===== src/rtl/ps2_key_event_decoder.sv =====
// PS/2 scan-code set 2 decoder: make/break/E0/E1-Pause sequences to a FWFT event FIFO.
// Optional auto-repeat suppression is built when PS2_TYPEMATIC_FILTER_EN is defined.
module ps2_key_event_decoder #(
    parameter int unsigned FIFO_AW    = 2,
    parameter logic [7:0]  PAUSE_CODE = 8'h77
) (
    input  logic               clk_i,
    input  logic               reset_i,
    input  logic               rx_done_i,
    input  logic [7:0]         rx_data_i,
    input  logic               ev_rd_i,
    output logic               ev_valid_o,
    output logic [7:0]         ev_code_o,
    output logic               ev_ext_o,
    output logic               ev_brk_o,
    output logic [FIFO_AW:0]   ev_count_o,
    output logic [7:0]         last_break_o,
    output logic               ovf_o,
    output logic               seq_err_o
);

    localparam int unsigned          Depth     = 2 ** FIFO_AW;
    localparam logic [FIFO_AW-1:0]   PtrOne    = FIFO_AW'(1);
    localparam logic [FIFO_AW:0]     CntOne    = (FIFO_AW + 1)'(1);
    localparam logic [FIFO_AW:0]     FullCount = {1'b1, {FIFO_AW{1'b0}}};
    localparam logic [2:0]           PauseSkip = 3'd7;

    typedef enum logic [1:0] {StIdle, StE0, StF0, StPause} state_e;

    state_e      state_q, state_d;
    logic        ext_q, ext_d;
    logic [2:0]  skip_q, skip_d;

    logic        is_e0, is_f0, is_e1, is_prefix, is_nonkey;

    logic        dec_push;
    logic [7:0]  dec_code;
    logic        dec_ext;
    logic        dec_brk;
    logic        seq_err_set;
    logic        ev_push;

    logic [9:0]         mem_q [Depth];
    logic [FIFO_AW-1:0] wr_ptr_q, rd_ptr_q, head_idx;
    logic [FIFO_AW:0]   count_q, count_d;
    logic               fifo_full, pop, wr_en;
    logic [7:0]         last_break_q;
    logic               ovf_q, seq_err_q;

    assign is_e0     = (rx_data_i == 8'hE0);
    assign is_f0     = (rx_data_i == 8'hF0);
    assign is_e1     = (rx_data_i == 8'hE1);
    assign is_prefix = is_e0 | is_f0 | is_e1;
    assign is_nonkey = (rx_data_i == 8'hAA) | (rx_data_i == 8'hFA) | (rx_data_i == 8'hFE) |
                       (rx_data_i == 8'hEE) | (rx_data_i == 8'h00) | (rx_data_i == 8'hFF);

    always_ff @(posedge clk_i) begin
        if (reset_i) begin
            state_q <= StIdle;
            ext_q   <= 1'b0;
            skip_q  <= 3'd0;
        end else begin
            state_q <= state_d;
            ext_q   <= ext_d;
            skip_q  <= skip_d;
        end
    end

    always_comb begin
        state_d = state_q;
        ext_d   = ext_q;
        skip_d  = skip_q;
        if (rx_done_i) begin
            unique case (state_q)
                StIdle: begin
                    if (is_e0) begin
                        ext_d   = 1'b1;
                        state_d = StE0;
                    end else if (is_f0) begin
                        ext_d   = 1'b0;
                        state_d = StF0;
                    end else if (is_e1) begin
                        skip_d  = PauseSkip;
                        state_d = StPause;
                    end
                end
                StE0: begin
                    if (is_f0) begin
                        state_d = StF0;
                    end else if (is_e1) begin
                        skip_d  = PauseSkip;
                        state_d = StPause;
                    end else if (!is_e0) begin
                        ext_d   = 1'b0;
                        state_d = StIdle;
                    end
                end
                StF0: begin
                    ext_d = 1'b0;
                    if (is_e1) begin
                        skip_d  = PauseSkip;
                        state_d = StPause;
                    end else begin
                        state_d = StIdle;
                    end
                end
                StPause: begin
                    skip_d = skip_q - 3'd1;
                    if (skip_q == 3'd1) begin
                        ext_d   = 1'b0;
                        state_d = StIdle;
                    end
                end
                default: state_d = StIdle;
            endcase
        end
    end

    // Decoded event for this byte, before any filtering or FIFO admission.
    always_comb begin
        dec_push    = 1'b0;
        dec_code    = rx_data_i;
        dec_ext     = 1'b0;
        dec_brk     = 1'b0;
        seq_err_set = 1'b0;
        if (rx_done_i) begin
            unique case (state_q)
                StIdle: begin
                    dec_push = !is_prefix && !is_nonkey;
                end
                StE0: begin
                    dec_push = !is_prefix;
                    dec_ext  = 1'b1;
                end
                StF0: begin
                    seq_err_set = is_prefix;
                    dec_push    = !is_prefix;
                    dec_ext     = ext_q;
                    dec_brk     = 1'b1;
                end
                StPause: begin
                    dec_push = (skip_q == 3'd1);
                    dec_code = PAUSE_CODE;
                    dec_ext  = 1'b1;
                end
                default: dec_push = 1'b0;
            endcase
        end
    end

`ifdef PS2_TYPEMATIC_FILTER_EN
    logic       held_v_q, held_ext_q;
    logic [7:0] held_code_q;
    logic       dec_pause, held_match, is_make;

    assign dec_pause  = (state_q == StPause);
    assign is_make    = dec_push && !dec_brk && !dec_pause;
    assign held_match = held_v_q && (held_ext_q == dec_ext) && (held_code_q == dec_code);
    // Repeated makes of the held key are auto-repeat and never reach the FIFO.
    assign ev_push    = dec_push && !(is_make && held_match);

    always_ff @(posedge clk_i) begin
        if (reset_i) begin
            held_v_q    <= 1'b0;
            held_ext_q  <= 1'b0;
            held_code_q <= 8'h00;
        end else if (is_make && !held_match) begin
            held_v_q    <= 1'b1;
            held_ext_q  <= dec_ext;
            held_code_q <= dec_code;
        end else if (dec_push && dec_brk && held_match) begin
            held_v_q    <= 1'b0;
        end
    end
`else
    assign ev_push = dec_push;
`endif

    assign fifo_full = (count_q == FullCount);
    assign pop       = ev_rd_i && (count_q != '0);
    assign wr_en     = ev_push && (!fifo_full || pop);

    always_comb begin
        count_d = count_q;
        unique case ({wr_en, pop})
            2'b10:   count_d = count_q + CntOne;
            2'b01:   count_d = count_q - CntOne;
            default: count_d = count_q;
        endcase
    end

    always_ff @(posedge clk_i) begin
        if (reset_i) begin
            for (int unsigned i = 0; i < Depth; i++) begin
                mem_q[i] <= '0;
            end
            wr_ptr_q     <= '0;
            rd_ptr_q     <= '0;
            count_q      <= '0;
            last_break_q <= 8'h00;
            ovf_q        <= 1'b0;
            seq_err_q    <= 1'b0;
        end else begin
            if (wr_en) begin
                mem_q[wr_ptr_q] <= {dec_ext, dec_brk, dec_code};
                wr_ptr_q        <= wr_ptr_q + PtrOne;
            end
            if (pop) begin
                rd_ptr_q <= rd_ptr_q + PtrOne;
            end
            count_q <= count_d;
            if (dec_push && dec_brk) begin
                last_break_q <= dec_code;
            end
            if (ev_push && fifo_full && !pop) begin
                ovf_q <= 1'b1;
            end
            if (seq_err_set) begin
                seq_err_q <= 1'b1;
            end
        end
    end

    // When empty, the slot just behind the read pointer still holds the last popped event.
    assign head_idx = (count_q == '0) ? (rd_ptr_q - PtrOne) : rd_ptr_q;

    assign {ev_ext_o, ev_brk_o, ev_code_o} = mem_q[head_idx];
    assign ev_valid_o   = (count_q != '0);
    assign ev_count_o   = count_q;
    assign last_break_o = last_break_q;
    assign ovf_o        = ovf_q;
    assign seq_err_o    = seq_err_q;

endmodule


===== config.mk =====
export PLATFORM = sky130hd
export DESIGN_NAME = ps2_key_event_decoder
export DESIGN_NICKNAME = d
export VERILOG_FILES = /design/src/rtl/ps2_key_event_decoder.sv
export SDC_FILE = /design/constraint.sdc
export NUM_CORES = 1
export LEC_CHECK = 0
export CAP_MARGIN = 5
export CORE_MARGIN = 3
export CORE_UTILIZATION = 51
export DETAILED_ROUTE_END_ITERATION = 16
export PLACE_DENSITY = 0.72
export SETUP_SLACK_MARGIN = 0.2
export SLEW_MARGIN = 20
export SYNTH_ARGS = -nofsm -noshare
export SYNTH_HDL_FRONTEND = slang
export SYNTH_SLANG_ARGS = --single-unit

===== constraint.sdc =====
create_clock -name clk_i -period 3.1 [get_ports clk_i]
set_input_delay 0.62 -clock clk_i [delete_from_list [all_inputs] [get_ports clk_i]]
set_output_delay 0.62 -clock clk_i [all_outputs]
set_load 0.1 [all_outputs]

==> flow_metrics.py, run 1 <==
metrics = {
    "yosys": {
        "synth_edf_count": 40,
        "syn_area_mm2": 0.00319,
        "synth_top_family_by_area": "simple AND/OR/NAND/NOR gates",
        "ys_warn_count": 0,
        "synthTopCellsByArea": "edfxtp_1, dfxtp_1, nor2_1, mux4_2, ha_1",
        "synth_xor_area_frac": 0.0134,
        "synth_top_area_frac": 0.377,
        "ys_seq_elements": 63,
        "synth_area_leader_cell": "edfxtp_1",
        "muxShareOfSynthArea": 0.0770,
        "synth_nets": 321,
        "synthSimpleGateAreaFrac": 0.192,
        "synth_compound_area_frac": 0.121,
        "ys.flop_type": "edfxtp_1",
        "syn-mean-instance-area_um2": 10.6,
        "synthDistinctLibCells": 51,
        "synth_fa_ha_area_frac": 0.0338,
        "synth_cells": 301,
        "seq_area_frac_synth": 0.522,
        "synthArstFlopShare": 0,
    },
    "final_layout": {
        "final_common_cell": "nor2_1",
        "fin_area_mm2": 0.00423,
        "drive_above_1_share": 0.281,
        "fin_nets": 385,
        "final_cell_mix": "nor2_1, buf_4, edfxtp_1",
        "area_growth_pct": 32.8,
        "antenna_cells": 0,
    },
    "timing": {
        "period_needed_ps": 2880,
        "setup_ws_ps": 216,
        "setup_viol": 0,
        "grt_setup_unrepaired": "true",
        "tns_ps": 0,
        "fmax_mhz": 347,
        "period_share": 0.930,
        "skew_ps": 10.5,
        "slew_violations": 0,
        "hold_viol": 0,
        "max_slew_margin": 0.637,
        "tightest_slew_ps": 539,
    },
    "global_routing": {
        "antenna_found_initial": 0,
        "grt_usage": 0.216,
        "grt_pass1_wl_mm": 12.2,
        "grt_pass1_vias": 2582,
        "grt-ovfl-total": 0,
        "grt_max_degree": 21,
    },
    "floorplanning": {
        "start_util": 0.532,
        "die_w_um": 85.0,
        "ios": 36,
        "rows": 28,
        "core_area_mm2": 0.00599,
        "die_height_um": 85.0,
        "dieArea_mm2": 0.00723,
    },
    "clocking": {
        "cts_tree": "built",
        "ctsHoldBuffers": 0,
        "numCtsBuffers": 9,
        "clk_path_buf_depth": 2,
        "cts-root-buf": "clkbuf_8",
        "clock_sinks": 63,
        "clk_pin_slew_ps": 80,
        "htree_num_levels": 3,
        "clk_latency_ps": 330,
    },
    "critical_path": {
        "cp_cell_sequence": "or3_4 -> xor2_4 -> buf_12 -> mux4_2 -> buf_12",
        "worstSetupPathDepth": 5,
        "critPathLaunchType": "flop",
        "crit_end": "ev_ext_o",
        "crit_required_ps": 2480,
        "endpoint_kind": "output pin",
        "arrival_ps": 2260,
        "critPathSlowestCell": "mux4_2",
        "crit_path_start": "ev_count_o[0]",
        "cp_common_cell": "buf_12",
        "critical_path.max_fanout": 10,
        "cp_top_family": "multiplexers",
        "cp_slowest_stage_delay_ps": 550,
        "regToRegSetupSlack_ps": 500,
        "timing.reg2reg.worst_path_depth": 9,
        "rr_startpoint": "state_q[0]",
        "worstReg2RegEnd": "mem_q[2][3]",
        "crit_type": "flop to output pin",
        "cp_num_buf_inv": 2,
    },
    "place": {
        "pre_cts_slack_ps": -282,
        "placement.cell_area_mm2": 0.00394,
        "dpl.hpwl_mm": 5.33,
        "portBuffers": 35,
        "gp_congestion": 0.890,
    },
    "run": {
        "cap_violations": 0,
    },
    "min_path": {
        "hp-class": "flop to flop",
    },
    "detailed_routing": {
        "drt_iter0_drc": 129,
        "wire_per_inst_um": 16.8,
        "drc_errors": 0,
        "first_pass_iters": 5,
        "routed_wl_mm": 7.48,
        "via_count": 2538,
        "antenna_left": 0,
        "viasPerCell": 5.70,
    },
    "run_status": {
        "status": "finished clean",
    },
    "power": {
        "powerDensity_mw_per_mm2": 1110,
        "power_w": 0.00471,
        "max-vdd-ir-drop_mv": 1.06,
        "p_leak_nw": 1.67,
    },
}
[power by group]
| group | switching (W) | internal (W) |
|---|---|---|
| combinational | 0.00179 | 0.00106 |
| sequential | 0.0000772 | 0.000993 |
| clock | 0.000330 | 0.000454 |
[synthesized netlist by cell type (all sizes together) (3+ instances only)]
cell type and number:
nor2 74, edfxtp 40, dfxtp 23, nand2 16
a21oi 14, a211oi 12, buf 11, mux4 10
clkbuf 8, inv 8, nand3 8, ha 7
o21ai 7, or3 6, nand2b 4, nor2b 4
or4 4, a211o 3, nand4 3, nor3 3
nor4 3, xor2 3
[routing by layer]
metal	global-route usage	up-vias	routed length, µm
met5	0	-	0
met4	0.0791	0	106
met1	0.259	1218	3160
li1	-	1226	-
met2	0.381	79	3810
met3	0.0466	15	406
[per-stage QoR]
step | utilization | std cells | hold WS [ps]
6_report | 0.706 | 445 | 497
5_1_grt | 0.706 | 445 | 506
4_1_cts | 0.701 | 444 | 475
3_5_place_dp | 0.657 | 427 | 464
3_3_place_gp | 0.657 | 427 | 453
2_1_floorplan | - | 301 | 440
[worst min path at each step]
stage               slack, ps  startpoint  cells past startpoint         to
floorplan                 440   skip_q[2]                      1  skip_q[2]
global placement          450   skip_q[2]                      1  skip_q[2]
detailed placement        460   skip_q[2]                      1  skip_q[2]
CTS                       480   skip_q[2]                      1  skip_q[2]
global route              510   skip_q[2]                      1  skip_q[2]
finish                    500       ovf_o                      2      ovf_o
[area by class of cell]
type / count / area (µm²)
fillers: 416 / 1760
repair buffers: 72 / 751
well taps: 75 / 93.8
multi-input cells: 211 / 1460
clock inverters: 7 / 93.8
flip-flops and latches: 63 / 1670
clock buffers: 9 / 124
inverters: 8 / 30.0
[sequential cells by signal, indices dropped and copies added (netlist names)]
name and flops:
ovf_o 1, ext_q 1, state_q 2, last_break_o 8
seq_err_o 1, skip_q 3, mem_q 40, ev_count_o 3
wr_ptr_q 2, rd_ptr_q 2
[kinds of logic after synthesis]
kind of cell | count (synthesis)
fa+ha+maj | 8
flops | 63
simple gates | 132
compound gates | 55
mux | 12
buf+inv | 27
xor+xnor | 4
[worst min-delay path: stages, from the launching register on]
cell and delay, ps:
dfxtp_1 340, a21oi_1 40, nor2_1 80
[timing repair]
item	in CTS	in global routing
setup buffers	1	1
gates resized for setup	8	8
endpoints found under the setup margin	22	59
pin swaps	4	7
Power figures use the tool's default switching activity.
==> inputs of run 2 (changes only) <==
Settings changed: CAP_MARGIN 5 to 0.
==> results of run 2 <==
Same layout as run 1: the final DEF is identical, and so are final timing and power.
